### config.mk
export PLATFORM = sky130hd
export DESIGN_NAME = lsu_mem_initiator
export DESIGN_NICKNAME = d
export VERILOG_FILES = /design/src/rtl/lsu_mem_initiator.sv
export SDC_FILE = /design/constraint.sdc
export NUM_CORES = 1
export LEC_CHECK = 0
export ABC_CLOCK_PERIOD_IN_PS = 6190
export BUFFER_PORTS_ARGS = -buffer_cell sky130_fd_sc_hd__buf_4
export CAP_MARGIN = 15
export CORE_MARGIN = 2
export CORE_UTILIZATION = 52
export CTS_BUF_LIST = sky130_fd_sc_hd__clkbuf_4 sky130_fd_sc_hd__clkbuf_8
export DETAILED_ROUTE_END_ITERATION = 8
export GPL_ROUTABILITY_DRIVEN = 0
export PLACE_DENSITY = 0.79
export SLEW_MARGIN = 10
export SYNTH_ARGS = -nofsm -noshare
export SYNTH_HDL_FRONTEND = slang
export SYNTH_SLANG_ARGS = --single-unit
### constraint.sdc
create_clock -name clk -period 6.19 [get_ports clk]
set_input_delay 0.9285 -clock clk [delete_from_list [all_inputs] [get_ports clk]]
set_output_delay 0.9285 -clock clk [all_outputs]
set_load 0.01 [all_outputs]
### src/rtl/lsu_mem_initiator.sv
// Load/store initiator between execute and data_memory: one request at a time,
// misaligned loads split into two word reads, misaligned stores into byte writes.
module lsu_mem_initiator #(
    parameter int READ_LAT = 0
) (
    input  logic        clk,
    input  logic        rst,
    input  logic        req_valid,
    output logic        req_ready,
    input  logic        req_write,
    input  logic [31:0] req_addr,
    input  logic [31:0] req_wdata,
    input  logic [1:0]  req_size,
    input  logic        req_unsigned,
    output logic        resp_valid,
    output logic [31:0] resp_rdata,
    output logic        resp_err,
    output logic [31:0] mem_addr,
    output logic [31:0] mem_write_data,
    output logic        mem_read,
    output logic        mem_write,
    output logic [1:0]  load_store_type,
    output logic        load_unsigned,
    input  logic [31:0] mem_read_data
);

    // Handshake: a request is taken on a rising edge where req_valid && req_ready;
    // req_ready is high only in IDLE, and the response is a one-cycle pulse with no backpressure.
    typedef enum logic [2:0] {
        S_IDLE, S_ALIGNED, S_RD_LO, S_RD_HI, S_WAIT, S_ST_BYTE, S_RESP, S_ERR
    } state_t;

    typedef enum logic [1:0] {W_ALIGNED, W_LO, W_HI} wait_t;

    state_t      state, state_n;
    wait_t       wret, wret_n;
    logic        write_q, uns_q;
    logic [31:0] addr_q, wdata_q;
    logic [1:0]  size_q;
    logic [1:0]  idx_q, idx_n;
    logic [31:0] lo_q, lo_n, rdata_q, rdata_n;
    logic [31:0] mem_addr_n, mem_write_data_n;
    logic        mem_read_n, mem_write_n, load_unsigned_n;
    logic [1:0]  load_store_type_n;
    logic        accept;

    assign accept = req_valid && (state == S_IDLE);

    function automatic logic is_misaligned(input logic [31:0] a, input logic [1:0] sz);
        return ((sz == 2'b01) && a[0]) || ((sz == 2'b10) && (a[1:0] != 2'b00));
    endfunction

    function automatic logic [7:0] byte_sel(input logic [31:0] w, input logic [1:0] i);
        logic [31:0] s;
        s = w >> {i, 3'b000};
        return s[7:0];
    endfunction

    // Shift the lo/hi pair down by the byte offset, then truncate and extend.
    function automatic logic [31:0] merge(input logic [31:0] lo, input logic [31:0] hi,
                                          input logic [1:0] off, input logic [1:0] sz,
                                          input logic uns);
        logic [63:0] sh;
        logic [31:0] r;
        sh = {hi, lo} >> {off, 3'b000};
        case (sz)
            2'b00:   r = uns ? {24'b0, sh[7:0]}  : {{24{sh[7]}}, sh[7:0]};
            2'b01:   r = uns ? {16'b0, sh[15:0]} : {{16{sh[15]}}, sh[15:0]};
            default: r = sh[31:0];
        endcase
        return r;
    endfunction

    always_comb begin
        state_n           = state;
        wret_n            = wret;
        idx_n             = idx_q;
        lo_n              = lo_q;
        rdata_n           = rdata_q;
        mem_addr_n        = mem_addr;
        mem_write_data_n  = mem_write_data;
        mem_read_n        = 1'b0;
        mem_write_n       = 1'b0;
        load_store_type_n = load_store_type;
        load_unsigned_n   = load_unsigned;
        case (state)
            S_IDLE: begin
                if (req_valid) begin
                    rdata_n = '0;
                    idx_n   = '0;
                    if (req_size == 2'b11) begin
                        state_n = S_ERR;
                    end else if (!is_misaligned(req_addr, req_size)) begin
                        state_n           = S_ALIGNED;
                        mem_addr_n        = req_addr;
                        load_store_type_n = req_size;
                        load_unsigned_n   = req_unsigned;
                        mem_read_n        = !req_write;
                        mem_write_n       = req_write;
                        if (req_write) mem_write_data_n = req_wdata;
                    end else if (!req_write) begin
                        state_n           = S_RD_LO;
                        mem_addr_n        = {req_addr[31:2], 2'b00};
                        load_store_type_n = 2'b10;
                        load_unsigned_n   = 1'b1;
                        mem_read_n        = 1'b1;
                    end else begin
                        state_n           = S_ST_BYTE;
                        mem_addr_n        = req_addr;
                        mem_write_data_n  = {24'b0, req_wdata[7:0]};
                        load_store_type_n = 2'b00;
                        mem_write_n       = 1'b1;
                    end
                end
            end
            S_ALIGNED: begin
                if (!write_q && (READ_LAT == 1)) begin
                    state_n = S_WAIT;
                    wret_n  = W_ALIGNED;
                end else begin
                    if (!write_q) rdata_n = mem_read_data;
                    state_n = S_RESP;
                end
            end
            S_RD_LO: begin
                if (READ_LAT == 1) begin
                    state_n = S_WAIT;
                    wret_n  = W_LO;
                end else begin
                    lo_n       = mem_read_data;
                    state_n    = S_RD_HI;
                    mem_addr_n = {addr_q[31:2], 2'b00} + 32'd4;
                    mem_read_n = 1'b1;
                end
            end
            S_RD_HI: begin
                if (READ_LAT == 1) begin
                    state_n = S_WAIT;
                    wret_n  = W_HI;
                end else begin
                    rdata_n = merge(lo_q, mem_read_data, addr_q[1:0], size_q, uns_q);
                    state_n = S_RESP;
                end
            end
            S_WAIT: begin
                case (wret)
                    W_ALIGNED: begin
                        rdata_n = mem_read_data;
                        state_n = S_RESP;
                    end
                    W_LO: begin
                        lo_n       = mem_read_data;
                        state_n    = S_RD_HI;
                        mem_addr_n = {addr_q[31:2], 2'b00} + 32'd4;
                        mem_read_n = 1'b1;
                    end
                    default: begin
                        rdata_n = merge(lo_q, mem_read_data, addr_q[1:0], size_q, uns_q);
                        state_n = S_RESP;
                    end
                endcase
            end
            S_ST_BYTE: begin
                if (idx_q == ((size_q == 2'b01) ? 2'd1 : 2'd3)) begin
                    state_n = S_RESP;
                end else begin
                    idx_n            = idx_q + 2'd1;
                    mem_addr_n       = addr_q + {30'b0, idx_n};
                    mem_write_data_n = {24'b0, byte_sel(wdata_q, idx_n)};
                    mem_write_n      = 1'b1;
                end
            end
            S_RESP, S_ERR: state_n = S_IDLE;
            default:       state_n = S_IDLE;
        endcase
    end

    always_ff @(posedge clk or posedge rst) begin
        if (rst) begin
            state           <= S_IDLE;
            wret            <= W_ALIGNED;
            idx_q           <= '0;
            lo_q            <= '0;
            rdata_q         <= '0;
            mem_addr        <= '0;
            mem_write_data  <= '0;
            mem_read        <= 1'b0;
            mem_write       <= 1'b0;
            load_store_type <= '0;
            load_unsigned   <= 1'b0;
            write_q         <= 1'b0;
            uns_q           <= 1'b0;
            addr_q          <= '0;
            wdata_q         <= '0;
            size_q          <= '0;
        end else begin
            state           <= state_n;
            wret            <= wret_n;
            idx_q           <= idx_n;
            lo_q            <= lo_n;
            rdata_q         <= rdata_n;
            mem_addr        <= mem_addr_n;
            mem_write_data  <= mem_write_data_n;
            mem_read        <= mem_read_n;
            mem_write       <= mem_write_n;
            load_store_type <= load_store_type_n;
            load_unsigned   <= load_unsigned_n;
            if (accept) begin
                write_q <= req_write;
                uns_q   <= req_unsigned;
                addr_q  <= req_addr;
                wdata_q <= req_wdata;
                size_q  <= req_size;
            end
        end
    end

    assign req_ready  = (state == S_IDLE);
    assign resp_valid = (state == S_RESP) || (state == S_ERR);
    assign resp_err   = (state == S_ERR);
    assign resp_rdata = (state == S_RESP) ? rdata_q : 32'd0;

endmodule

==> metrics.yaml <==
synthCells: 1278
crit_buf_inv: 1
total_power_mw: 7.255
slew_headroom_pct: 22.58
seqPwrFrac_pct: 36.1
regArea_um2: 5157
cts_hold_buf: 0
synth_seq_cells: 206
start_util_pct: 52.51
via_count: 10450
die_h_um: 149.2
timing.setup.tns_ns: 0
fill_cells: 1768
tightest_slew_ns: 1.161
path_class: "reg -> reg"
setup_ws_ns: 2.637
cts_tree: "built"
antenna_cells: 0
multi_input_area_um2: 5390
grt_pass1_wl_mm: 51.43
final_antenna_net_count: 0
crit_cells: 4
synthDistinctLibCells: 74
initialDrtViolationCount: 940
grt_use_total_pct: 28.88
reg2reg_slack_ns: 2.64
grt_overflow: 0
arrival_ns: 3.96
r2r_end: "mem_addr[9]"
die_area_um2: 22270
core_area_um2: 20890
place_ws_ns: 2.684
cts_inserted_buffers: 35
antenna_found_initial: 0
pwr-share-comb_pct: 46.7
layout-drive-gt1-share_pct: 22.32
dp_hpwl_mm: 21.65
internal-power_mw: 4.144
h-tree-depth: 2
finalHoldViolations: 0
status: "finished clean"
cts_root_buffer: "clkbuf_8"
slowest_stage: "o21ai_4"
grt_setup_unrepaired: "false"
leakage_nw: 6.432
powerDensity_nw_per_um2: 543.2
grt_max_degree: 69
synthToLayoutAreaGrowth_pct: 21.75
wire_per_inst_um: 18.76
synth_warnings: 0
avgSynthCellArea_um2: 8.583
hold_class: "in -> async"
p_clk_share_pct: 17.2
io_buffers: 206
sw_frac_of_total_pct: 42.88
ff2ff_path_depth: 4
cts_sinks: 206
drc_errors: 0
fin_crit_sh_pct: 57.39
final_nets: 1543
synthesis.area_um2: 10970
critical-path-max-stage-delay_ns: 0.93
io_pins: 207
path_cells: "inv_1 -> o21ai_4 -> nand2_1 -> mux2_2"
maxCapViolations: 0
critical_path.endpoint: "mem_addr[9]"
peakVddDrop_mv: 0.2497
post_cts_resized: 0
synth_seq_area_share_pct: 46.99
clkLatencyLatePin_ns: 0.53
die_w_um: 149.2
worstReg2RegStart: "idx_q[0]"
cpLargestDelayFamily: "compound AO/OA/AOI/OAI gates"
postCtsSetupBuffers: 0
syn-num-nets: 1385
async_flop_share_pct: 100.0
ys.flop_type: "dfrtp_1"
cp_max_fo: 41
routed_via_density: 6.037
drv_slew: 0
fin_worst_skew_ns: 0.02415
drtPass1Iterations: 8
required_ns: 6.60
clkSlewWorstSetupHoldPaths_ns: 0.07
switching_power_mw: 3.111
period_minus_slack_ns: 3.553
cp-startpoint: "idx_q[0]"
grt_pass1_vias: 9789
num_rows: 53
fmax_mhz: 281.5
crit_path_end_kind: "flop"
clockBufferDepth: 3
synth_edf_count: 0
crit_path_start_kind: "flop"
setup_viol: 0
drt-total-wl_mm: 32.47
==> kinds of logic (layout without fill, tap and decap cells) <==
group	after synthesis	after routing	synth area share, %
adder cells (fa/ha/maj)	4	4	0.5247
multiplexers	62	62	7.129
XOR/XNOR	4	4	0.3194
buffers and inverters	119	297	4.209
flip-flops	206	206	46.99
AND/OR/NAND/NOR	611	611	24.67
AO/OA/AOI/OAI	272	272	16.15
==> cell type report <==
class                   instances  area share [%]
clock inverters                 8          0.5340
flip-flops and latches        206           38.62
well taps                     275           2.576
clock buffers                  49           4.722
inverters                      17          0.5059
repair buffers                223           12.69
multi-input cells             953           40.36
==> power groups by stage <==
stage          clock [mW]  sequential (mW)  combinational, mW
3_5_place_dp            0             2.61               3.33
6_report             1.25             2.62               3.39
5_1_grt              1.33             2.70               3.73
2_1_floorplan           0             2.45               2.30
3_3_place_gp            0             2.60               3.23
4_1_cts              1.27             2.60               3.34
==> cells in the mapped netlist (3+ instances only) <==
cell       number  area share, %
a211o_1         7           0.56
a211oi_1       10           0.68
a21o_1          4           0.27
a21oi_1        55            2.5
a221oi_1        4           0.32
a222oi_1        4           0.37
a22oi_1         4           0.27
a2bb2oi_1      17            1.4
a31oi_1        31            1.8
a32oi_1        13            1.0
a41oi_1         5           0.40
and3_1         36            2.1
buf_1          15           0.51
buf_2          12           0.55
clkbuf_1       75            2.6
dfrtp_1       206             47
ha_1            3           0.34
inv_1          16           0.55
mux2_2          9           0.92
mux2i_1        41            3.7
mux4_2         12            2.5
nand2_1       368             13
nand3_1        53            2.4
nand4_1         8           0.46
nor2_1         63            2.2
nor2b_1         7           0.40
nor3_1         35            1.6
nor3b_1         3           0.21
nor4_1          7           0.40
o21a_1          4           0.27
o21ai_0        76            3.5
o22ai_1         5           0.29
o31ai_1         6           0.41
o32a_1          5           0.46
or3_1           3           0.17
or4_1           6           0.41
xor2_1          3           0.24
==> state kept, by name (all words and copies together), names as in the netlist, 2 cells and up <==
signal	cells
size_q	2
rdata_q	32
idx_q	2
state	3
mem_write_data	32
mem_addr	32
load_store_type	2
addr_q	32
wdata_q	32
lo_q	32
==> worst min-delay path by stage <==
stage / startpoint / to / cells past startpoint
6_report: rst / rdata_q[14] / 2
3_3_place_gp: lo_q[3] / lo_q[3] / 2
3_5_place_dp: wdata_q[31] / wdata_q[31] / 2
4_1_cts: wdata_q[31] / wdata_q[31] / 2
5_1_grt: rst / rdata_q[14] / 2
2_1_floorplan: lo_q[0] / lo_q[0] / 2
==> metal layers <==
metal | vias up | share of wire, % | global-route usage [%]
li1 | 4829 | - | -
met5 | - | 0 | 0
met3 | 84 | 8.8 | 5.352
met2 | 539 | 46 | 44.54
met1 | 4998 | 43 | 41.03
met4 | 0 | 3.0 | 10.52
==> stage by stage <==
stage	std cells	hold slack, ns	util [%]	cell area (um2)
floorplan	1278	0.4379	-	10970
global placement	1672	0.4486	60.38	12610
detailed placement	1672	0.4571	60.38	12610
CTS	1729	0.4718	63.74	13320
global route	1731	0.4170	63.94	13360
finish	1731	0.3920	63.94	13360
==> cells in the final DEF, fill, tap and decap left out, types with 35 or more instances in the layout <==
master and instances:
a21oi_1 53, buf_4 221, o21ai_0 76, mux2i_1 41
nor2_1 60, nand3_1 53, nor3_1 35, dfrtp_1 204
nand2_1 368, clkbuf_8 42, and3_1 36
==> worst reg2reg max path: cells and delay by family, from the launching register on <==
family / cells / cell delay (ns)
and+or+nand+nor: 1 / 0.91
DFF: 1 / 0.80
muxes: 1 / 0.54
AOI/OAI and AO/OA: 1 / 0.93
buffers and inverters: 1 / 0.26
Power figures use the tool's default switching activity.
